`src/rtl/pipe_stall_ctrl_pkg.sv`:
```
// Shared types and output patterns for the pipeline hazard/stall controller.
// Imported by the controller top and its load-use compare.
package pipe_ctrl_pkg;

  typedef enum logic {
    RUN,
    MUL_BUSY
  } state_t;

  localparam logic [3:0] REG_ZERO = 4'd0;

  typedef struct packed {
    logic pc_we;
    logic ifid_we;
    logic idex_we;
    logic exmem_we;
    logic memwb_we;
    logic ifid_flush;
    logic idex_flush;
    logic exmem_flush;
  } ctrl_t;

  localparam ctrl_t CTRL_OFF = '0;

  localparam ctrl_t CTRL_RUN = '{
    pc_we: 1'b1, ifid_we: 1'b1, idex_we: 1'b1,
    exmem_we: 1'b1, memwb_we: 1'b1,
    ifid_flush: 1'b0, idex_flush: 1'b0,
    exmem_flush: 1'b0
  };

  // Flushed buffers keep we=1; the flush wins at the buffer.
  localparam ctrl_t CTRL_BRANCH = '{
    pc_we: 1'b1, ifid_we: 1'b1, idex_we: 1'b1,
    exmem_we: 1'b1, memwb_we: 1'b1,
    ifid_flush: 1'b1, idex_flush: 1'b1,
    exmem_flush: 1'b0
  };

  localparam ctrl_t CTRL_MUL_STALL = '{
    pc_we: 1'b0, ifid_we: 1'b0, idex_we: 1'b0,
    exmem_we: 1'b1, memwb_we: 1'b1,
    ifid_flush: 1'b0, idex_flush: 1'b0,
    exmem_flush: 1'b1
  };

  localparam ctrl_t CTRL_LOAD_USE = '{
    pc_we: 1'b0, ifid_we: 1'b0, idex_we: 1'b1,
    exmem_we: 1'b1, memwb_we: 1'b1,
    ifid_flush: 1'b0, idex_flush: 1'b1,
    exmem_flush: 1'b0
  };

endpackage

```
`src/rtl/pipe_stall_ctrl_load_use_detect.sv`:
```
// Load-use hazard compare: ID source registers against the EX load target.
// r0 is never a real dependency.
module load_use_detect
  import pipe_ctrl_pkg::*;
#(
  parameter int REG_AW = 4
) (
  input  logic [REG_AW-1:0] id_rs1,
  input  logic [REG_AW-1:0] id_rs2,
  input  logic              id_use_rs1,
  input  logic              id_use_rs2,
  input  logic [REG_AW-1:0] ex_rd,
  input  logic              ex_is_load,
  output logic              hazard
);

  logic rd_live;
  logic hit1;
  logic hit2;

  assign rd_live = ex_is_load
                && (ex_rd != REG_AW'(REG_ZERO));
  assign hit1 = id_use_rs1 && (id_rs1 == ex_rd);
  assign hit2 = id_use_rs2 && (id_rs2 == ex_rd);
  assign hazard = rd_live && (hit1 || hit2);

endmodule

```
`src/rtl/pipe_stall_ctrl.sv`:
```
// Central hazard controller: load-use stall, multi-cycle multiply
// stall and taken-branch flush for the 5-stage pipeline.
module pipe_stall_ctrl
  import pipe_ctrl_pkg::*;
#(
  parameter int REG_AW     = 4,
  parameter int MUL_CYCLES = 4,
  parameter int PERF_W     = 16
) (
  input  logic              clk,
  input  logic              rst,
  input  logic [REG_AW-1:0] id_rs1,
  input  logic [REG_AW-1:0] id_rs2,
  input  logic              id_use_rs1,
  input  logic              id_use_rs2,
  input  logic [REG_AW-1:0] ex_rd,
  input  logic              ex_is_load,
  input  logic              ex_is_mul,
  input  logic              ex_branch_taken,
  output logic              pc_we,
  output logic              ifid_we,
  output logic              idex_we,
  output logic              exmem_we,
  output logic              memwb_we,
  output logic              ifid_flush,
  output logic              idex_flush,
  output logic              exmem_flush,
  output logic [PERF_W-1:0] stall_cycles
);

  state_t     state;
  state_t     state_n;
  logic [3:0] cnt;
  logic [3:0] cnt_n;
  ctrl_t      ctrl;
  logic       lu_hazard;

  load_use_detect #(
    .REG_AW(REG_AW)
  ) u_lud (
    .id_rs1    (id_rs1),
    .id_rs2    (id_rs2),
    .id_use_rs1(id_use_rs1),
    .id_use_rs2(id_use_rs2),
    .ex_rd     (ex_rd),
    .ex_is_load(ex_is_load),
    .hazard    (lu_hazard)
  );

  always_ff @(posedge clk) begin
    if (rst) begin
      state <= RUN;
      cnt   <= '0;
    end else begin
      state <= state_n;
      cnt   <= cnt_n;
    end
  end

  always_comb begin
    ctrl    = CTRL_RUN;
    state_n = state;
    cnt_n   = cnt;
    if (rst) begin
      ctrl    = CTRL_OFF;
      state_n = RUN;
      cnt_n   = '0;
    end else begin
      unique case (state)
        RUN: begin
          if (ex_branch_taken) begin
            ctrl = CTRL_BRANCH;
          end else if (ex_is_mul) begin
            ctrl    = CTRL_MUL_STALL;
            cnt_n   = 4'(MUL_CYCLES - 2);
            state_n = MUL_BUSY;
          end else if (lu_hazard) begin
            ctrl = CTRL_LOAD_USE;
          end
        end
        MUL_BUSY: begin
          // cnt==0 is the release cycle: result drops into EX/MEM.
          if (cnt != 4'd0) begin
            ctrl  = CTRL_MUL_STALL;
            cnt_n = cnt - 4'd1;
          end else begin
            state_n = RUN;
          end
        end
        default: begin
          state_n = RUN;
        end
      endcase
    end
  end

  always_ff @(posedge clk) begin
    if (rst) begin
      stall_cycles <= '0;
    end else if (!ctrl.pc_we && (stall_cycles != '1)) begin
      stall_cycles <= stall_cycles + 1'b1;
    end
  end

  assign pc_we       = ctrl.pc_we;
  assign ifid_we     = ctrl.ifid_we;
  assign idex_we     = ctrl.idex_we;
  assign exmem_we    = ctrl.exmem_we;
  assign memwb_we    = ctrl.memwb_we;
  assign ifid_flush  = ctrl.ifid_flush;
  assign idex_flush  = ctrl.idex_flush;
  assign exmem_flush = ctrl.exmem_flush;

endmodule
```
`config.mk`:
```
export PLATFORM = sky130hd
export DESIGN_NAME = pipe_stall_ctrl
export DESIGN_NICKNAME = d
export VERILOG_FILES = /design/src/rtl/pipe_stall_ctrl_pkg.sv /design/src/rtl/pipe_stall_ctrl_load_use_detect.sv /design/src/rtl/pipe_stall_ctrl.sv
export SDC_FILE = /design/constraint.sdc
export NUM_CORES = 1
export LEC_CHECK = 0
export CORE_ASPECT_RATIO = 0.6
export CORE_UTILIZATION = 31
export DETAILED_ROUTE_END_ITERATION = 7
export PLACE_DENSITY = 0.62
export SYNTH_ARGS = -nofsm -noshare
export SYNTH_HDL_FRONTEND = slang
export SYNTH_HIERARCHICAL = 1
export SYNTH_SLANG_ARGS = --single-unit
```
`constraint.sdc`:
```
create_clock -name clk -period 2.45 [get_ports clk]
set_input_delay 0.49 -clock clk [delete_from_list [all_inputs] [get_ports clk]]
set_output_delay 0.49 -clock clk [all_outputs]
set_load 0.02 [all_outputs]
```
* After elaboration in Yosys (flattened, before gate mapping) *
Cells that the tools add are included.

storage, ports and cells
  register bits = 21
  latch bits = 0
  bits in writable memories = 0
  ROM bits = 0
  input port bits = 19
  word-level logic and storage cells = 36
  memories = 0

cells by class
  $add $sub $neg = 2
  multipliers = 0
  div/mod/pow operators = 0
  $lt $le $gt $ge = 0
  equal/unequal tests = 6
  shift-type cells = 0
  mux-type cells = 14
  bitwise gates (word level) = 1
  reductions and logical operators = 10

operators by type and width
  operator                                          number
  2-to-1 mux 8 bit                                  5
  adder 16 x 1 -> 16 bit, second input constant     1
  != test 16 bit, second input constant             1
  case mux 8 bit (2 select lines)                   1
  2-to-1 mux 4 bit                                  3
  == test 4 bit                                     2
  case mux 4 bit (2 select lines)                   1
  nonzero test 4 bit                                2
  logical AND 1 bit                                 5
  != test 2 bit, second input constant              2
  subtractor 4 x 1 -> 4 bit, second input constant  1
  2-to-1 mux 1 bit                                  3
  AND reduction 3 bit                               1
  != test 2 x 1 -> 1 bit, second input constant     1
  case mux 1 bit (2 select lines)                   1
  zero test 1 bit                                   1
  logical OR 1 bit                                  1
  inverter 1 bit                                    1

* Logic depth before layout (Yosys ltp) *
  depth after elaboration = 11
  mapped depth = 10

* Cells and area by module *
Netlist, hierarchy kept.

modules (own cells, without submodules)
  module           times used  cells each  area each (um^2)  seq. area each (um^2)
  pipe_stall_ctrl  1           139         1188.6            420.4
  load_use_detect  1           14          103.8             0.0

* Least setup slack after synthesis *
Ideal clock, no wire load.

  path kind = input port to output port
  start point = in ex_rd[0]
  end point = out pc_we
  arrival = 2.029 ns
  path slack = -0.069 ns
  stages on the path = 7
  path buffers = 3
  path through = o41ai_1 a21oi_1 or2_2 a221oi_4 buf_6 buf_6 buf_4

between the ends
  word-level cells in the longest chain between the ends = 9
  elaborated cells on any way between the ends = 13
  those cells by class = eq/ne: 2; mux: 5; reduce/logical: 6

RTL lines
  item                                  RTL line                                                                      source
  start, declared                       pipe_stall_ctrl.sv:16                                                         input logic [REG_AW-1:0] ex_rd,
  == test 4 bit (on tied branches)      pipe_stall_ctrl_load_use_detect.sv:23, pipe_stall_ctrl_load_use_detect.sv:24
  logical AND 1 bit (on tied branches)  pipe_stall_ctrl_load_use_detect.sv:23, pipe_stall_ctrl_load_use_detect.sv:24
  logical OR 1 bit                      pipe_stall_ctrl_load_use_detect.sv:25                                         assign hazard = rd_live && (hit1 || hit2);
  logical AND 1 bit *                   pipe_stall_ctrl_load_use_detect.sv:25
  via lu_hazard                         pipe_stall_ctrl.sv:36                                                         logic lu_hazard;
  2-to-1 mux 8 bit *                    pipe_stall_ctrl.sv:77                                                         end else if (lu_hazard) begin
  2-to-1 mux 8 bit *                    pipe_stall_ctrl.sv:73                                                         end else if (ex_is_mul) begin
  2-to-1 mux 8 bit *                    pipe_stall_ctrl.sv:71                                                         if (ex_branch_taken) begin
  case mux 8 bit (2 select lines) *     pipe_stall_ctrl.sv:69                                                         unique case (state)
  2-to-1 mux 8 bit *                    pipe_stall_ctrl.sv:64                                                         if (rst) begin
  end, declared                         pipe_stall_ctrl.sv:20                                                         output logic pc_we,

Mark *: on every way through the listed nets, which the timed path passes. The rest lies on a longest branch.

* Final worst setup path *
  start point = in rst
  end point = out exmem_we

between the ends
  word-level cells in the longest chain between the ends = 1

RTL lines
  item              RTL line               source
  start, declared   pipe_stall_ctrl.sv:11  input logic rst,
  2-to-1 mux 8 bit  pipe_stall_ctrl.sv:64
  end, declared     pipe_stall_ctrl.sv:23  output logic exmem_we,

No other way between the ends.

==> impl_metrics.py <==
metrics = {
    "clocking": {
        "hold_buffers": 0,
        "path_clk_slew_ns": 0.08,
        "clock_latency_ns": 0.26,
        "clock_tree.root_cell": "clkbuf_8",
        "cts_max_path_buffers": 2,
        "cts_made_buffers": 3,
        "cts.sinks": 21,
        "cts_tree": "done",
        "post-cts-setup-buffers": 0,
        "htreeDepth": 1,
    },
    "place": {
        "io_buffer_count": 42,
        "place_hpwl_mm": 2.85,
        "gp_congestion": 0.874,
    },
    "route": {
        "via_per_inst": 5.37,
        "drc": 0,
        "drtIter0Drc": 77,
        "final_antenna_net_count": 0,
        "first_pass_iters": 4,
        "num_vias": 1354,
        "routed_wl_mm": 3.71,
        "post_drt_wl_per_cell_um": 14.7,
    },
    "die": {
        "core_area_mm2": 0.00383,
        "die_w_um": 85.4,
        "rows": 17,
        "start_util": 0.338,
        "dieHeight_um": 52.0,
        "ios": 43,
        "die_area_mm2": 0.00444,
    },
    "worst_setup_path": {
        "cp-start-kind": "input pin",
        "cp-end-kind": "primary output",
        "crit_required_ns": 1.96,
        "path_max_fanout": 7,
        "reg2reg_setup_slack_ns": 0.28,
        "r2r_end": "stall_cycles[15]",
        "reg2reg_depth": 7,
        "crit_arrival_ns": 1.90,
        "crit-reg2reg-launch": "cnt[1]",
        "crit_type": "input pin to primary output",
    },
    "power": {
        "p_sw_mw": 0.213,
        "max-vdd-ir-drop_mv": 0.194,
        "power.leakage_nw": 0.725,
        "combPwrFrac": 0.235,
        "seqPwrFrac": 0.465,
        "p_int_mw": 0.552,
        "clkPwrFrac": 0.300,
        "pwr_density_cell_mw_per_mm2": 394,
        "power_mw": 0.765,
        "swShare": 0.278,
    },
    "synthesis": {
        "ys_ff_latch": 21,
        "netlist.area_leader.share": 0.325,
        "synth_edf_count": 0,
        "syn_area_mm2": 0.00129,
        "ys_seq_area_frac": 0.325,
        "synth_top_area_cell": "dfxtp_1",
        "synth_area_leaders": "dfxtp_1 33%, a21oi_1 5.0%, o31ai_1 4.1%",
        "synth_area_per_cell_um2": 8.45,
        "yosysWarnings": 6,
        "ys.flop_type": "dfxtp_1",
        "synth_fp_nets": 174,
        "netlist_instances": 153,
        "synth_cell_types": 46,
        "async_flop_share": 0,
    },
    "layout": {
        "drive_above_1_share": 0.224,
        "final_nets": 227,
        "num_antenna_cells": 0,
        "utilization": 0.507,
        "syn_to_final_growth_pct": 50.0,
    },
    "grt": {
        "overflow": 0,
        "grt_max_degree": 28,
        "antenna_found_initial": 0,
        "track_usage": 0.171,
        "grt_pass1_wl_mm": 5.80,
        "first_global_vias": 1218,
    },
    "timing": {
        "slew_headroom": 0.781,
        "setup_violations": 0,
        "tightest_slew_ns": 0.328,
        "fin_crit_sh": 0.974,
        "finalClockSkew_ns": 0.00353,
        "slew_violations": 0,
        "clock.fmax_ghz": 0.419,
        "hold_violations": 0,
        "fin_crit_ns": 2.39,
    },
    "min_path": {
        "hold_end": "stall_cycles[1]",
        "min_path_cells": 2,
        "hp-class": "flop to flop",
        "hold_path.startpoint": "stall_cycles[1]",
    },
    "job": {
        "drv_cap": 0,
    },
    "run_status": {
        "status": "finished, final reports clean",
    },
}
## area by class of cell
type | count | area [µm²]
Multi-Input combinational cell | 115 | 873
Inverter | 6 | 22.5
Timing Repair Buffer | 59 | 519
Tap cell | 47 | 58.8
Clock buffer | 4 | 45.0
Fill cell | 363 | 1890
Sequential cell | 21 | 420
## flip-flops by register name, summed over array words and instances (netlist names)
name,flops
stall_cycles,16
cnt,4
state,1
## placed cells by master, fill, tap and decap left out, types with 4 or more instances in the layout
master and n:
clkdlybuf4s50_1 24, dfxtp_1 21, buf_4 16, a21oi_1 12, nor2_1 10, o31ai_1 7
or4_1 7, nand2_1 7, inv_1 6, nand4_1 6, dlygate4sd2_1 6, nor2b_1 5
xor2_1 5, and3_1 4, nor4_2 4
## worst max-delay path by stage
| stage | start | endpoint | slack, ns | cells past startpoint |
|---|---|---|---|---|
| floorplan | ex_rd[0] | pc_we | 0.009 | 7 |
| global placement | ex_rd[3] | pc_we | -0.71 | 8 |
| detailed placement | ex_rd[2] | pc_we | -0.76 | 8 |
| CTS | ex_rd[1] | pc_we | 0.0003 | 6 |
| global route | id_rs2[3] | ifid_we | -0.02 | 8 |
| finish | rst | exmem_we | 0.06 | 5 |
## synthesized netlist by cell type (2+ instances only)
master    instances
buf_6             2
buf_4             2
o31ai_1           7
ha_1              2
nor2_1           11
xnor2_1           2
a211oi_1          2
xor2_1            6
or4_1             7
nand3_1           3
mux2_1            3
nand2_1           7
mux2_2            2
o21ai_0           3
nor2b_1           5
a21oi_1          13
nand4_1           6
nor4_1            5
buf_2             3
nor3_1            4
and2_1            2
and3_1            4
dfxtp_1          21
inv_1             6
clkbuf_1          4
## timing repair
action | in CTS | in global routing
pin swaps | 10 | 8
endpoints found under the setup margin | 19 | 16
hold endpoints to repair | 0 | 0
resized for setup | 46 | 15
## cells by family (layout without fill, tap and decap cells)
logic type | Yosys count | in the layout | synth area share
fa+ha+maj | 2 | 2 | 0.0194
xor+xnor | 8 | 8 | 0.0542
mux | 6 | 6 | 0.0513
flops | 21 | 21 | 0.325
compound gates | 34 | 34 | 0.184
simple gates | 65 | 65 | 0.296
buf+inv | 17 | 69 | 0.0697
## worst max-delay path, stage by stage
cell,delay (ns)
clkdlybuf4s50_1,0.41
buf_4,0.17
buf_4,0.14
inv_1,0.08
clkdlybuf4s50_1,0.61
## power groups by stage
stage                     clock network (mW)  registers, mW  logic (mW)
final                                  0.229          0.355       0.180
after global routing                   0.256          0.357       0.192
after CTS                              0.237          0.356       0.173
after detailed placement                   0          0.364       0.176
after global placement                     0          0.363       0.173
after floorplan                            0          0.366      0.0885
## routing by layer
metal	wire (µm)	global-route usage	vias up
li1	-	-	674
met1	1770	0.253	630
met2	1650	0.237	46
met3	265	0.0524	4
met4	22	0.0444	0
met5	0	0	-
## through the flow
| step | cells | setup TNS, ns | worst slack (ns) | area [µm²] | hold WS [ns] |
|---|---|---|---|---|---|
| after floorplan | 153 | 0 | 0.00938 | 1310 | 0.452 |
| after global placement | 248 | -7.53 | -0.713 | 1850 | 0.488 |
| after detailed placement | 248 | -8.47 | -0.761 | 1850 | 0.502 |
| after CTS | 252 | 0 | 0.000326 | 1920 | 0.514 |
| after global routing | 252 | -0.0402 | -0.0203 | 1940 | 0.541 |
| final | 252 | 0 | 0.0625 | 1940 | 0.519 |
Note: power is estimated with default switching activity, not from simulation.
